$ cat config.mk
export PLATFORM = sky130hd
export DESIGN_NAME = pipe_id_ex_nlane_flat
export DESIGN_NICKNAME = d
export VERILOG_FILES = /design/src/rtl/pipe_id_ex_nlane_if.sv /design/src/rtl/pipe_id_ex_nlane.sv /design/src/flat_wrapper.sv
export SDC_FILE = /design/constraint.sdc
export NUM_CORES = 1
export LEC_CHECK = 0
export ABC_AREA = 1
export CORE_AREA = 2 2 187 189
export DETAILED_ROUTE_END_ITERATION = 12
export DIE_AREA = 0 0 189 191
export GPL_ROUTABILITY_DRIVEN = 0
export PLACE_DENSITY_LB_ADDON = 0.1
export SLEW_MARGIN = 20
export SYNTH_ARGS = -nofsm -noshare
export SYNTH_HDL_FRONTEND = slang
export SYNTH_SLANG_ARGS = --single-unit
$ cat constraint.sdc
create_clock -name clk -period 1.5 [get_ports clk]
set_input_delay 0.3 -clock clk [delete_from_list [all_inputs] [get_ports clk]]
set_output_delay 0.3 -clock clk [all_outputs]
set_load 0.01 [all_outputs]
$ cat src/rtl/pipe_id_ex_nlane_if.sv
// ID/EX bundle handshake interface: ID side in_*, EX side out_*.
// Sideband controls (kill_mask, redirect, flush) travel with the ID side.
interface pipe_id_ex_nlane_if #(
  parameter int LANES = 2,
  parameter int PAY_W = 118
);
  logic [LANES-1:0]       in_valid;
  logic [LANES*PAY_W-1:0] in_pay;
  logic                   in_ready;
  logic [LANES-1:0]       kill_mask;
  logic [1:0]             redirect;
  logic                   flush;
  logic [LANES-1:0]       out_valid;
  logic [LANES*PAY_W-1:0] out_pay;
  logic                   out_ready;
  logic [1:0]             occ;

  modport master (
    output in_valid, in_pay, kill_mask,
    output redirect, flush, out_ready,
    input  in_ready, out_valid, out_pay, occ
  );

  modport slave (
    input  in_valid, in_pay, kill_mask,
    input  redirect, flush, out_ready,
    output in_ready, out_valid, out_pay, occ
  );
endinterface

$ cat src/rtl/pipe_id_ex_nlane.sv
// N-lane ID/EX pipeline register with ready/valid handshake.
// Optional macro ID_EX_SKID_EN adds a 2-entry skid with registered in_ready.
module pipe_id_ex_nlane #(
  parameter int LANES        = 2,
  parameter int PAY_W        = 118,
  parameter bit ZERO_INVALID = 1'b1
) (
  input logic               clk,
  input logic               rst_n,
  pipe_id_ex_nlane_if.slave bus
);

  localparam int BW = LANES * PAY_W;

  localparam logic [1:0] S_EMPTY = 2'd0;
  localparam logic [1:0] S_ONE   = 2'd1;
  localparam logic [1:0] S_TWO   = 2'd2;

  logic [1:0]       occ_q, occ_d;
  logic [LANES-1:0] main_v_q, main_v_d;
  logic [BW-1:0]    main_p_q, main_p_d;
  logic [LANES-1:0] cap_v;
  logic [BW-1:0]    cap_p;
  logic             push, alloc, pop;

  // Masked lane valids and zeroed payload of the incoming bundle
  always_comb begin
    cap_v = bus.in_valid & ~bus.kill_mask
          & {LANES{bus.redirect == 2'b00}};
    cap_p = '0;
    for (int i = 0; i < LANES; i++) begin
      if (ZERO_INVALID && !cap_v[i])
        cap_p[i*PAY_W +: PAY_W] = '0;
      else
        cap_p[i*PAY_W +: PAY_W] = bus.in_pay[i*PAY_W +: PAY_W];
    end
  end

  assign push  = bus.in_ready & (|bus.in_valid);
  assign alloc = push & (|cap_v);
  assign pop   = bus.out_ready & (|main_v_q);

  assign bus.out_valid = main_v_q;
  assign bus.out_pay   = main_p_q;
  assign bus.occ       = occ_q;

`ifdef ID_EX_SKID_EN

  logic [LANES-1:0] skid_v_q, skid_v_d;
  logic [BW-1:0]    skid_p_q, skid_p_d;
  logic             in_ready_q, in_ready_d;

  assign bus.in_ready = in_ready_q;

  // Occupancy FSM: head in main, overflow in skid
  always_comb begin
    occ_d    = occ_q;
    main_v_d = main_v_q;
    main_p_d = main_p_q;
    skid_v_d = skid_v_q;
    skid_p_d = skid_p_q;
    if (bus.flush) begin
      occ_d    = S_EMPTY;
      main_v_d = '0;
      skid_v_d = '0;
    end else begin
      case (occ_q)
        S_EMPTY: begin
          if (alloc) begin
            main_v_d = cap_v;
            main_p_d = cap_p;
            occ_d    = S_ONE;
          end
        end
        S_ONE: begin
          if (alloc && !pop) begin
            skid_v_d = cap_v;
            skid_p_d = cap_p;
            occ_d    = S_TWO;
          end else if (alloc && pop) begin
            main_v_d = cap_v;
            main_p_d = cap_p;
          end else if (pop) begin
            main_v_d = '0;
            occ_d    = S_EMPTY;
          end
        end
        S_TWO: begin
          if (pop) begin
            main_v_d = skid_v_q;
            main_p_d = skid_p_q;
            skid_v_d = '0;
            occ_d    = S_ONE;
          end
        end
        default: begin
          occ_d    = S_EMPTY;
          main_v_d = '0;
          skid_v_d = '0;
        end
      endcase
    end
    in_ready_d = (occ_d != S_TWO);
  end

  // Skid storage and registered ready
  always_ff @(posedge clk or negedge rst_n) begin
    if (!rst_n) begin
      skid_v_q   <= '0;
      skid_p_q   <= '0;
      in_ready_q <= 1'b1;
    end else begin
      skid_v_q   <= skid_v_d;
      skid_p_q   <= skid_p_d;
      in_ready_q <= in_ready_d;
    end
  end

`else

  assign bus.in_ready = (occ_q == S_EMPTY) | bus.out_ready;

  // Single-entry FSM: refill on pop, drain when idle
  always_comb begin
    occ_d    = occ_q;
    main_v_d = main_v_q;
    main_p_d = main_p_q;
    if (bus.flush) begin
      occ_d    = S_EMPTY;
      main_v_d = '0;
    end else if (alloc) begin
      main_v_d = cap_v;
      main_p_d = cap_p;
      occ_d    = S_ONE;
    end else if (pop) begin
      main_v_d = '0;
      occ_d    = S_EMPTY;
    end
  end

`endif

  // Head entry and occupancy state
  always_ff @(posedge clk or negedge rst_n) begin
    if (!rst_n) begin
      occ_q    <= S_EMPTY;
      main_v_q <= '0;
      main_p_q <= '0;
    end else begin
      occ_q    <= occ_d;
      main_v_q <= main_v_d;
      main_p_q <= main_p_d;
    end
  end

endmodule

$ cat src/flat_wrapper.sv
// flat-port wrapper written by rule: the top's interface ports become plain ports
module pipe_id_ex_nlane_flat 
#(
  parameter int LANES        = 2,
  parameter int PAY_W        = 118,
  parameter bit ZERO_INVALID = 1'b1
)
  (clk, rst_n, bus_in_valid, bus_in_pay, bus_kill_mask, bus_redirect, bus_flush, bus_out_ready, bus_in_ready, bus_out_valid, bus_out_pay, bus_occ);
  pipe_id_ex_nlane_if #(.LANES(LANES), .PAY_W(PAY_W)) bus_i ();
  input logic clk;
  input logic rst_n;
  input wire logic [$bits(bus_i.in_valid)-1:0] bus_in_valid;
  input wire logic [$bits(bus_i.in_pay)-1:0] bus_in_pay;
  input wire logic [$bits(bus_i.kill_mask)-1:0] bus_kill_mask;
  input wire logic [$bits(bus_i.redirect)-1:0] bus_redirect;
  input wire logic [$bits(bus_i.flush)-1:0] bus_flush;
  input wire logic [$bits(bus_i.out_ready)-1:0] bus_out_ready;
  output wire logic [$bits(bus_i.in_ready)-1:0] bus_in_ready;
  output wire logic [$bits(bus_i.out_valid)-1:0] bus_out_valid;
  output wire logic [$bits(bus_i.out_pay)-1:0] bus_out_pay;
  output wire logic [$bits(bus_i.occ)-1:0] bus_occ;
  assign bus_i.in_valid = bus_in_valid;
  assign bus_i.in_pay = bus_in_pay;
  assign bus_i.kill_mask = bus_kill_mask;
  assign bus_i.redirect = bus_redirect;
  assign bus_i.flush = bus_flush;
  assign bus_i.out_ready = bus_out_ready;
  assign bus_in_ready = bus_i.in_ready;
  assign bus_out_valid = bus_i.out_valid;
  assign bus_out_pay = bus_i.out_pay;
  assign bus_occ = bus_i.occ;
  pipe_id_ex_nlane #(.LANES(LANES), .PAY_W(PAY_W), .ZERO_INVALID(ZERO_INVALID)) u_core (.clk(clk), .rst_n(rst_n), .bus(bus_i));
endmodule
Yosys cells after proc, flatten, opt, wreduce, memory -nomap -nowiden:

Index checks and enable logic that the tools add are counted.

* register bits after elaboration: 240
* output and inout bits: 241
* logic and storage cells: 25

* multiplexer cells: 7
* bitwise logic cells: 8
* reductions and logical operators: 7

Operators by type and width (number)
* 118-bit two-way mux: 2
* 2-bit two-way mux: 5
* 2-bit OR reduction: 3
* 2-bit AND: 2
* 2-bit zero test: 2
* 1-bit AND: 3
* 3-bit nonzero test: 1
* 2-bit inverter: 1
* 2-bit AND reduction: 1
* 1-bit inverter: 1
* 1-bit OR: 1

Longest topological paths before layout:

* depth after elaboration: 7
* gate-level depth with buffers: 9
* mapped depth without buffers: 7

Least setup slack after synthesis:

Ideal clock, no wire load.

* path kind: reg-to-reg
* from: register u_core.occ_q[0] (netlist: u_core.bus.occ[0])
* to: register u_core.main_p_q[204] (netlist: u_core.bus.out_pay[204])
* library setup time: 0.119 ns
* arrival: 1.190 ns
* required time: 1.381 ns
* path slack: 0.191 ns
* cell stages (with the launch flop): 7
* cell sequence: dfrtp_1 > a21oi_2 > nand3_1 > buf_2 > buf_2 > nand2_1 > nand2_1

* longest elaborated chain between the ends: 5

Ends and longest elaborated chain
* start, declared: RTL line pipe_id_ex_nlane.sv:19 `logic [1:0] occ_q, occ_d;`
* start signal, assigned: RTL line pipe_id_ex_nlane.sv:146 `occ_q <= S_EMPTY;`
* start signal, assigned: RTL line pipe_id_ex_nlane.sv:150 `occ_q <= occ_d;`
* 2-bit zero test: RTL line pipe_id_ex_nlane.sv:121 `assign bus.in_ready = (occ_q == S_EMPTY) | bus.out_ready;`
* 1-bit OR: RTL line pipe_id_ex_nlane.sv:121
* 1-bit AND: RTL line pipe_id_ex_nlane.sv:39 `assign push = bus.in_ready & (|bus.in_valid);`
* 1-bit AND: RTL line pipe_id_ex_nlane.sv:40 `assign alloc = push & (|cap_v);`
* 2-bit AND reduction (no source line)
* end signal, assigned: RTL line pipe_id_ex_nlane.sv:152 `main_p_q <= main_p_d;`
* end, declared: RTL line pipe_id_ex_nlane.sv:21 `logic [BW-1:0] main_p_q, main_p_d;`

Every way passes these cells.
A chain may end at the register's enable or synchronous reset.

Worst setup path in the final report:

* from: register u_core.main_p_q[177] (netlist: u_core.bus.out_pay[177])
* to: output port bus_out_pay[177]

RTL lines
* end, declared: RTL line flat_wrapper.sv:20 `output wire logic [$bits(bus_i.out_pay)-1:0] bus_out_pay;`

No word-level cell between the ends.

==> results.txt <==
* Wire length per cell: 16.7 um
- Via count: 12000
* Most numerous cell types in the synthesized netlist: 480 x sky130_fd_sc_hd__nand2_1, 243 x sky130_fd_sc_hd__nor2_1, 241 x sky130_fd_sc_hd__inv_1
* Initial DRT Pass Iterations: 7
- After clock tree synthesis, the clock-pin slew on the worst setup and hold paths is 0.06 ns.
- The number of antenna violations at the first check in global routing was 7.
- CTS built an H-tree with a depth of 1.
* Most used flip-flop cell after synthesis: sky130_fd_sc_hd__dfrtp_1
- The tightest min-delay check is of the in -> async type.
- Register area: 0.00598 mm^2
- The floorplan step defined a die boundary enclosing 0.0361 mm^2.
- Final critical path time including I/O delays and setup: 1.48 ns
- Synthesis produced a netlist with a net count of 1825.
- The clock net in this run drives a total of 239 sinks.
- Core area: 0.0341 mm^2
- Internal cell power: 0.0125 W
* Die span in y: 191 um
- Final standard cell area without fillers: 0.0184 mm^2
- Worst supply voltage drop on vdd: 780 uV
- Part of the power in the clock network: 43.7%
* Clock skew after layout: 0.0101 ns
- Arrival time of the worst setup path: 1.18 ns
- Adding up every negative setup slack in the final design gives 0 ns.
- Summing the sequential cell areas from Yosys gives 51.0% of the chip area.
- Largest net degree at the start of global routing: 56
* Number of nets at the end of the flow: 2321
* Setup crit start kind: flop
- Counting flops and latches in the post-synthesis netlist gives 239.
* Unique masters post-synth: 14
- Critical path endpoint category: primary output
- Count leader, synth: sky130_fd_sc_hd__nand2_1
- Setup repair after global routing missed its margin: yes
* Sequential power share: 40.9%
- DP HPWL: 30700 um
* Crit Path Category: reg -> out
- The clock passes through at most 3 buffers.
* Row count: 68
* Instance area after placement: 0.0180 mm^2
- The run finished with clean final reports.
* Post-synthesis cell type with the largest combined area: sky130_fd_sc_hd__dfrtp_1
- After technology mapping, the gate count stands at 1579.
- Fill cells in the final layout number 3273.
* All-Layer GR Usage: 23.0%
- Total count of hold-check failures in the final report: 0
* Synth warn: 0
- The synthesized netlist occupies a cell area of 0.0117 mm^2.
- The first global-routing pass estimated 66500 um of wire.
* LEAKAGE: 10.6 nW
* Switching power as a share of total power: 25.1%
- Category of cells accounting for the largest share of critical-path delay: flip-flops
* Total clock buffers created by CTS: 28
* Area of the multi-input gates: 0.00431 mm^2
- For this configuration, the core starts out at a cell density of 34.4%.
* Post-synth top area share: 51.0%
- The synthesized design contains 0 enable-type register cells.
* Die boundary width: 189 um
- Of the available clock period, the critical path in the final layout requires 98.5%.
- FMAX: 0.677 GHz
- Buffers and inverters on the worst path: 1
* Biggest area contributors in the synthesized netlist: sky130_fd_sc_hd__dfrtp_1 51%, sky130_fd_sc_hd__nand2_1 15%, sky130_fd_sc_hd__nand4_1 13%
- The slowest stage of the critical path is the sky130_fd_sc_hd__dfrtp_1 cell.
- Crit path required time: 1.20 ns
* Remaining global-route overflow: 0
- The area growth from synthesis to layout is 56.8%.
- Fraction of final layout cells with drive strength greater than 1: 17.1%
- The final layout contains routed wiring with a total length of 42800 um.
* Async SR Flop Fraction: 100%
- In this run the remaining antenna-violating nets after routing total 0.
- Clock insertion delay at the later pin of the skew report: 0.54 ns
- Largest stage delay, worst path: 0.40 ns
- The tree is rooted in a sky130_fd_sc_hd__clkbuf_16.
* Number of top-level pins: 487
- Clock tree from TritonCTS: yes
- Per report_power, the combinational group accounts for 15.4% of the total.
* Remaining design rule violation count: 0
- The critical path goes through clkdlybuf4s15_1.
- Vias per Instance: 4.71
* # Max-Cap Violations: 0
* Maximum fanout along the worst path: 2
* P_sw: 0.00420 W
* Slew Limit Fails: 0
* Count of endpoints failing setup in the final report: 0
- In this run the power density over the cells is 910 mW/mm^2.
* DRT iter0 DRCs: 588
- Averaged over all synthesized cells, the footprint is 7.43 um^2.
- Vias in the first global route: 11800
- Number of port buffers: 485
metal layers:
layer | vias to the layer above | wire [um] | global-route usage [%]
met5 | - | 25 | 0
met4 | 4 | 968 | 6.31
met3 | 60 | 3600 | 6.00
met2 | 447 | 20700 | 38.6
met1 | 5617 | 17500 | 29.3
li1 | 5903 | - | -
registers in the layout (all words and copies together), names as in the netlist:
register              cells
u_core.bus.out_pay      236
u_core.bus.out_valid      2
u_core.bus.occ            1
kinds of logic after synthesis:
kind of cell	count (synthesis)	synth area share, %
flip-flops	239	51.0
AND/OR/NAND/NOR	965	36.0
buffers and inverters	373	12.9
other	1	0.0320
AO/OA/AOI/OAI	1	0.0747
path summary, 6_finish.rpt:
path                                    startpoint                      end  slack, ns  depth (start not counted)
setup / recovery           u_core.bus.out_pay[177]         bus_out_pay[177]       0.02                          1
hold / removal                               rst_n  u_core.bus.out_pay[197]       0.18                          2
setup reg to reg                 u_core.bus.occ[0]   u_core.bus.out_pay[24]       0.03                          7
hold reg to reg            u_core.bus.out_pay[106]  u_core.bus.out_pay[106]       0.48                          2
max in group asynchronous                    rst_n  u_core.bus.out_pay[226]       0.66                          4
min in group clk                   bus_in_pay[119]  u_core.bus.out_pay[119]       0.37                          5
stage by stage:
stage,worst slack (ns),power [W],instances,utilization (%),hold WS [ns]
final,0.0224,0.0167,2555,53.9,0.181
after global routing,-0.0379,0.0174,2554,53.9,0.193
after CTS,-0.0282,0.0170,2545,55.7,0.176
after detailed placement,-0.491,0.00971,2490,52.7,0.162
after global placement,-0.457,0.00970,2490,52.7,0.165
after floorplan,0.191,0.00781,1579,-,0.00441
worst reg2reg max path, stage by stage (launching register included):
cell                      delay (ns)
sky130_fd_sc_hd__dfrtp_1        0.40
sky130_fd_sc_hd__buf_6          0.13
sky130_fd_sc_hd__a21oi_4        0.22
sky130_fd_sc_hd__nand3_4        0.13
sky130_fd_sc_hd__buf_12         0.17
sky130_fd_sc_hd__buf_12         0.16
sky130_fd_sc_hd__nand2_1        0.08
sky130_fd_sc_hd__nand2_1        0.06
power by group through the flow:
stage,combinational [W],sequential (W),clock [W]
detailed placement,0.00276,0.00695,0
CTS,0.00266,0.00684,0.00748
floorplan,0.000756,0.00706,0
global route,0.00280,0.00687,0.00778
global placement,0.00275,0.00695,0
finish,0.00258,0.00684,0.00731
layout by cell type, fill, tap and decap left out, drive strengths merged:
master and instances:
nand2 481, clkdlybuf4s50 244, nor2 243, inv 242, dfrtp 239, nand4 238, buf 180, clkbuf 133
clkdlybuf4s15 82, diode 5, clkinv 4, bufinv 3, nand3 3, a21oi 1, conb 1, dlygate4sd3 1
layout make-up:
class                      count  share of cell area (%)
sequential                   239                    32.5
timing repair buffer         597                    30.5
multi-input combinational    967                    23.4
inverter                     242                    4.97
clock buffer                  43                    4.83
tap                          455                    3.10
clock inverter                 7                   0.599
antenna                        5                  0.0680
what timing repair did:
item	CTS	global route
hold buffers	1	0
setup buffers	4	5
pin swaps	0	1
endpoints found under the hold margin	160	0
setup endpoints to repair	240	319
gates resized for setup	599	155
Power figures use the tool's default switching activity.
